--- config.mk ---
export PLATFORM = sky130hd
export DESIGN_NAME = memcode_rom_arbiter
export DESIGN_NICKNAME = d
export VERILOG_FILES = /design/src/rtl/memcode_rom_arbiter.sv
export SDC_FILE = /design/constraint.sdc
export NUM_CORES = 1
export LEC_CHECK = 0
export ABC_AREA = 1
export BUFFER_PORTS_ARGS = -buffer_cell sky130_fd_sc_hd__buf_2
export CAP_MARGIN = 20
export CORE_MARGIN = 3
export CORE_UTILIZATION = 35
export DETAILED_ROUTE_END_ITERATION = 10
export PLACE_DENSITY = 0.74
export REMOVE_ABC_BUFFERS = 1
export SYNTH_ARGS = -nofsm -noshare
export SYNTH_HDL_FRONTEND = slang
export SYNTH_SLANG_ARGS = --single-unit
--- constraint.sdc ---
create_clock -name clk -period 3.55 [get_ports clk]
set_clock_uncertainty 0.1 [all_clocks]
set_input_delay 0.8875 -clock clk [delete_from_list [all_inputs] [get_ports clk]]
set_output_delay 0.8875 -clock clk [all_outputs]
set_load 0.01 [all_outputs]
--- src/rtl/memcode_rom_arbiter.sv ---
// memcode_rom_arbiter: shares one code ROM between NUM_CH PRN
// channels and a CPU readback port, one read per cycle.
module memcode_rom_arbiter #(
  parameter int NUM_CH = 4,
  parameter int PTR_W  = 2
) (
  input  logic                 clk,
  input  logic                 rst_b,
  input  logic [NUM_CH-1:0]    ch_enable,
  input  logic [NUM_CH-1:0]    ch_rd,
  input  logic [NUM_CH*14-1:0] ch_addr,
  output logic [NUM_CH-1:0]    ch_gnt,
  output logic [31:0]          memcode_data,
  input  logic                 cpu_rd,
  input  logic [13:0]          cpu_addr,
  output logic                 cpu_ack,
  output logic [31:0]          cpu_rdata,
  output logic                 cpu_rdata_valid,
  output logic                 rom_cs,
  output logic [13:0]          rom_addr,
  input  logic [31:0]          rom_rdata,
  output logic                 rdata_valid,
  output logic [4:0]           rdata_src
);

  logic [NUM_CH-1:0] eff;
  logic              hi_vld;
  logic              lo_vld;
  logic [PTR_W-1:0]  hi_idx;
  logic [PTR_W-1:0]  lo_idx;
  logic [PTR_W-1:0]  ch_idx;
  logic              ch_go;
  logic              cpu_go;
  logic              cpu_hit;

  logic [PTR_W-1:0]  rr_ptr_q, rr_ptr_d;
  logic              last_cpu_q, last_cpu_d;
  logic              rdv_q, rdv_d;
  logic [4:0]        src_q, src_d;
  logic [31:0]       cpu_rdata_q, cpu_rdata_d;
  logic              cpu_rv_q, cpu_rv_d;

  // Round-robin search: lowest request above the pointer, else lowest overall.
  always_comb begin
    eff    = ch_rd & ch_enable;
    hi_vld = 1'b0;
    lo_vld = 1'b0;
    hi_idx = '0;
    lo_idx = '0;
    for (int j = NUM_CH - 1; j >= 0; j--) begin
      if (eff[j]) begin
        lo_vld = 1'b1;
        lo_idx = PTR_W'(j);
        if (PTR_W'(j) > rr_ptr_q) begin
          hi_vld = 1'b1;
          hi_idx = PTR_W'(j);
        end
      end
    end
    ch_idx = hi_vld ? hi_idx : lo_idx;
  end

  // Grant decision and ROM request; CPU yields every other slot under contention.
  always_comb begin
    cpu_go   = rst_b & cpu_rd & ~(last_cpu_q & (|eff));
    ch_go    = rst_b & ~cpu_go & (hi_vld | lo_vld);
    cpu_ack  = cpu_go;
    ch_gnt   = ch_go ? (NUM_CH'(1) << ch_idx) : '0;
    rom_cs   = cpu_go | ch_go;
    rom_addr = cpu_go ? cpu_addr : 14'h0;
    for (int j = 0; j < NUM_CH; j++) begin
      if (ch_gnt[j]) rom_addr = ch_addr[j*14 +: 14];
    end
  end

  // Next-state: pointer, alternation flag and return-path tags.
  always_comb begin
    rr_ptr_d    = ch_go ? ch_idx : rr_ptr_q;
    last_cpu_d  = cpu_go;
    rdv_d       = rom_cs;
    src_d       = src_q;
    if (cpu_go) begin
      src_d = 5'h10;
    end else if (ch_go) begin
      src_d = {1'b0, 4'(ch_idx)};
    end
    cpu_hit     = rdv_q & src_q[4];
    cpu_rdata_d = cpu_hit ? rom_rdata : cpu_rdata_q;
    cpu_rv_d    = cpu_hit;
  end

  // State registers; reset drops any read still in flight.
  always_ff @(posedge clk) begin
    if (!rst_b) begin
      rr_ptr_q    <= PTR_W'(NUM_CH - 1);
      last_cpu_q  <= 1'b0;
      rdv_q       <= 1'b0;
      src_q       <= '0;
      cpu_rdata_q <= '0;
      cpu_rv_q    <= 1'b0;
    end else begin
      rr_ptr_q    <= rr_ptr_d;
      last_cpu_q  <= last_cpu_d;
      rdv_q       <= rdv_d;
      src_q       <= src_d;
      cpu_rdata_q <= cpu_rdata_d;
      cpu_rv_q    <= cpu_rv_d;
    end
  end

  assign memcode_data    = rom_rdata;
  assign rdata_valid     = rdv_q;
  assign rdata_src       = src_q;
  assign cpu_rdata       = cpu_rdata_q;
  assign cpu_rdata_valid = cpu_rv_q;

endmodule
==> flow_summary_export.csv <==
group,metric,value,unit
die,fp-row-count,30,
synthesis,synthArstFlopShare,0,%
routing,vias,2903,
routing,dr.pass1.iters,4,
synthesis,synth_cell_types,25,
finish,finalNetCount,643,
sta,finalSetupViolations,0,
global_routing,grt_pass1_wl,12700,um
worst_setup_path,cp_max_fo,15,
cts,clock-sinks,40,
run,maxCapViolCount,0,
worst_setup_path,startpoint_type,"input pin",
cts,path_clk_slew,0.07,ns
sta,period_needed,3.37,ns
finish,final_area,0.00338,mm2
worst_setup_path,rr_startpoint,"rdata_src[4]",
worst_setup_path,reg2reg_depth,5,
finish,final_cells,627,
synthesis,synth_area_leaders,"dfxtp_1 32%, nand2_1 16%, buf_4 11%",
die,core-area,0.00683,mm2
routing,drt_wl_total,8380,um
pwr,p_leak,0.00187,uW
worst_setup_path,worstSetupEndpointType,"output pin",
sta,hold_viol,0,
pwr,p_int,835,uW
sta,slew_headroom,35.4,%
global_routing,grt_use_total,18.9,%
synthesis,synthFlopType,"dfxtp_1",
die,initial_core_util,36.4,%
finish,regArea,801,um2
finish,n_antenna_cell,0,
cts,numCtsBuffers,5,
synthesis,synth-seq-cells,40,
worst_setup_path,rrSetupSlack,1.76,ns
finish,area_delta_synth_final,36.1,%
placed_design,portBuffers,201,
pwr,switchingPower,370,uW
global_routing,grt.overflow.total,0,
placed_design,place_ws,0.187,ns
synthesis,yosysTopAreaCell,"dfxtp_1",
die,io_pins,204,
finish,multi_input_area,0.00126,mm2
routing,wl_per_cell,13.4,um
sta,final.setup.tns,0,ns
synthesis,post-synth-top-count-cell,"nand2_1",
worst_setup_path,path_class,"input pin to output pin",
global_routing,antenna_found_initial,0,
pwr,ir_drop,0.121,mV
finish,drive_gt1_share,44.4,%
synthesis,yosysSeqAreaShare,32.2,%
cts,worstSkewPairLatency,0.28,ns
sta,worst_slack,0.182,ns
worst_setup_path,critPathLaunch,"ch_rd[1]",
synthesis,synth_edf_count,0,
synthesis,syn_inst,369,
cts,post_cts_resized,0,
die,dieArea,0.00814,mm2
pwr,powerDensity,356,mW/mm2
finish,n_fill_cell,725,
synthesis,synth_warnings,0,
worst_setup_path,critPathRequiredTime,2.56,ns
cts,cts_setup_buffers,0,
global_routing,grt_max_degree,35,
routing,viasPerCell,4.63,
cts,htreeDepth,2,
synthesis,syn_area,0.00248,mm2
placed_design,dp_hpwl,6920,um
worst_setup_path,cp.arrival,2.38,ns
sta,rsz0062_at_grt,"false",
worst_hold_path,hp-class,"register to register",
routing,drc,0,
sta,fmax,0.297,GHz
pwr,power_switching_share,30.7,%
sta,slew_violations,0,
synthesis,synth_top_area_share,32.2,%
outcome,status,"completed",
pwr,seq_power_share,40.9,%
routing,first_iter_violations,115,
placed_design,post_dp_cell_area,0.00327,mm2
sta,worstMarginPinSlew,0.968,ns
placed_design,place_inst,619,
cts,cts_tree,"done",
global_routing,grt_pass1_vias,2719,
sta,period_share,94.9,%
die,fp.dieH,90.2,um
die,die_w,90.2,um
synthesis,synth_common_cells,"105 x nand2_1, 65 x nor2_1, 40 x dfxtp_1, 35 x buf_4, 35 x o21ai_0",
pwr,power_frac_clock,29.6,%
placed_design,gp_congestion,0.892,
worst_setup_path,r2r_end,"cpu_rdata[10]",
cts,clock_path_buffers,2,
cts,holdBufCountCts,0,
synthesis,syn_avg_cell_area,6.73,um2
pwr,combPwrFrac,29.5,%
routing,postRouteAntennaNets,0,
cts,cts-root-buf,"clkbuf_8",
worst_setup_path,endpoint,"rom_addr[6]",
-- worst max-delay path, cell delays in order --
cell	delay (ns)
buf_2	0.10
nand2_2	0.08
nand2_4	0.09
inv_2	0.04
nand2_4	0.08
o211ai_4	0.15
inv_4	0.12
nand2_2	0.06
nor2_4	0.32
nand2_1	0.18
nand4_1	0.13
buf_2	0.14
-- placed cells by master (no fill, tap or decap), drive strengths merged --
cell / instances
a21oi: 3
buf: 204
bufinv: 1
clkbuf: 6
clkinv: 1
conb: 2
dfxtp: 40
inv: 16
nand2: 113
nand3: 4
nand3b: 12
nand4: 14
nor2: 75
o211ai: 3
o21ai: 37
-- cells by family (layout without fill, tap and decap cells) --
kind of cell,count (synthesis),after routing,synth area share [%]
AO/OA/AOI/OAI,43,43,9.52
flip-flops,40,40,32.2
other,1,2,0.151
AND/OR/NAND/NOR,218,218,41.0
buffers and inverters,67,228,17.1
-- stage by stage --
step	hold slack (ns)	util, %	power [uW]
4_1_cts	0.373	49.5	1220
3_3_place_gp	0.358	47.9	856
3_5_place_dp	0.361	47.9	861
6_report	0.373	49.5	1210
2_1_floorplan	0.370	-	670
5_1_grt	0.400	49.5	1270
-- final cells by class --
class	instances	area share [%]
Clock buffer	6	2.15
Clock inverter	2	1.04
Inverter	16	1.85
Multi-Input combinational cell	263	37.3
Sequential cell	40	23.7
Tap cell	96	3.55
Timing Repair Buffer	204	30.4
-- state kept, by name, summed over array words and instances, names as in the netlist --
register         count
rr_ptr_q             2
cpu_rdata           32
last_cpu_q           1
rdata_src            3
rdata_valid          1
cpu_rdata_valid      1
-- power by group through the flow --
stage / Combinational (uW) / Sequential (uW) / Clock [uW]
after global routing: 392 / 496 / 386
after floorplan: 154 / 516 / 0
final: 356 / 493 / 356
after CTS: 358 / 493 / 369
after detailed placement: 357 / 504 / 0
after global placement: 354 / 502 / 0
-- worst min-delay path by stage --
stage                              from             to  slack (ns)  cells past startpoint
final                      rdata_src[1]   rdata_src[1]        0.37                      2
after floorplan             rr_ptr_q[0]    rr_ptr_q[0]        0.37                      2
after detailed placement   rdata_src[1]   rdata_src[1]        0.36                      2
after CTS                  rdata_src[1]   rdata_src[1]        0.37                      2
after global placement     cpu_rdata[8]   cpu_rdata[8]        0.36                      2
after global routing      cpu_rdata[23]  cpu_rdata[23]        0.40                      2
-- routing by layer --
layer	vias up	GRT usage, %	routed length (um)
li1	1457	-	-
met1	1269	18.2	3050
met2	159	37.0	4270
met3	18	6.11	793
met4	0	7.02	265
met5	-	0	0
Power figures use the tool's default switching activity.
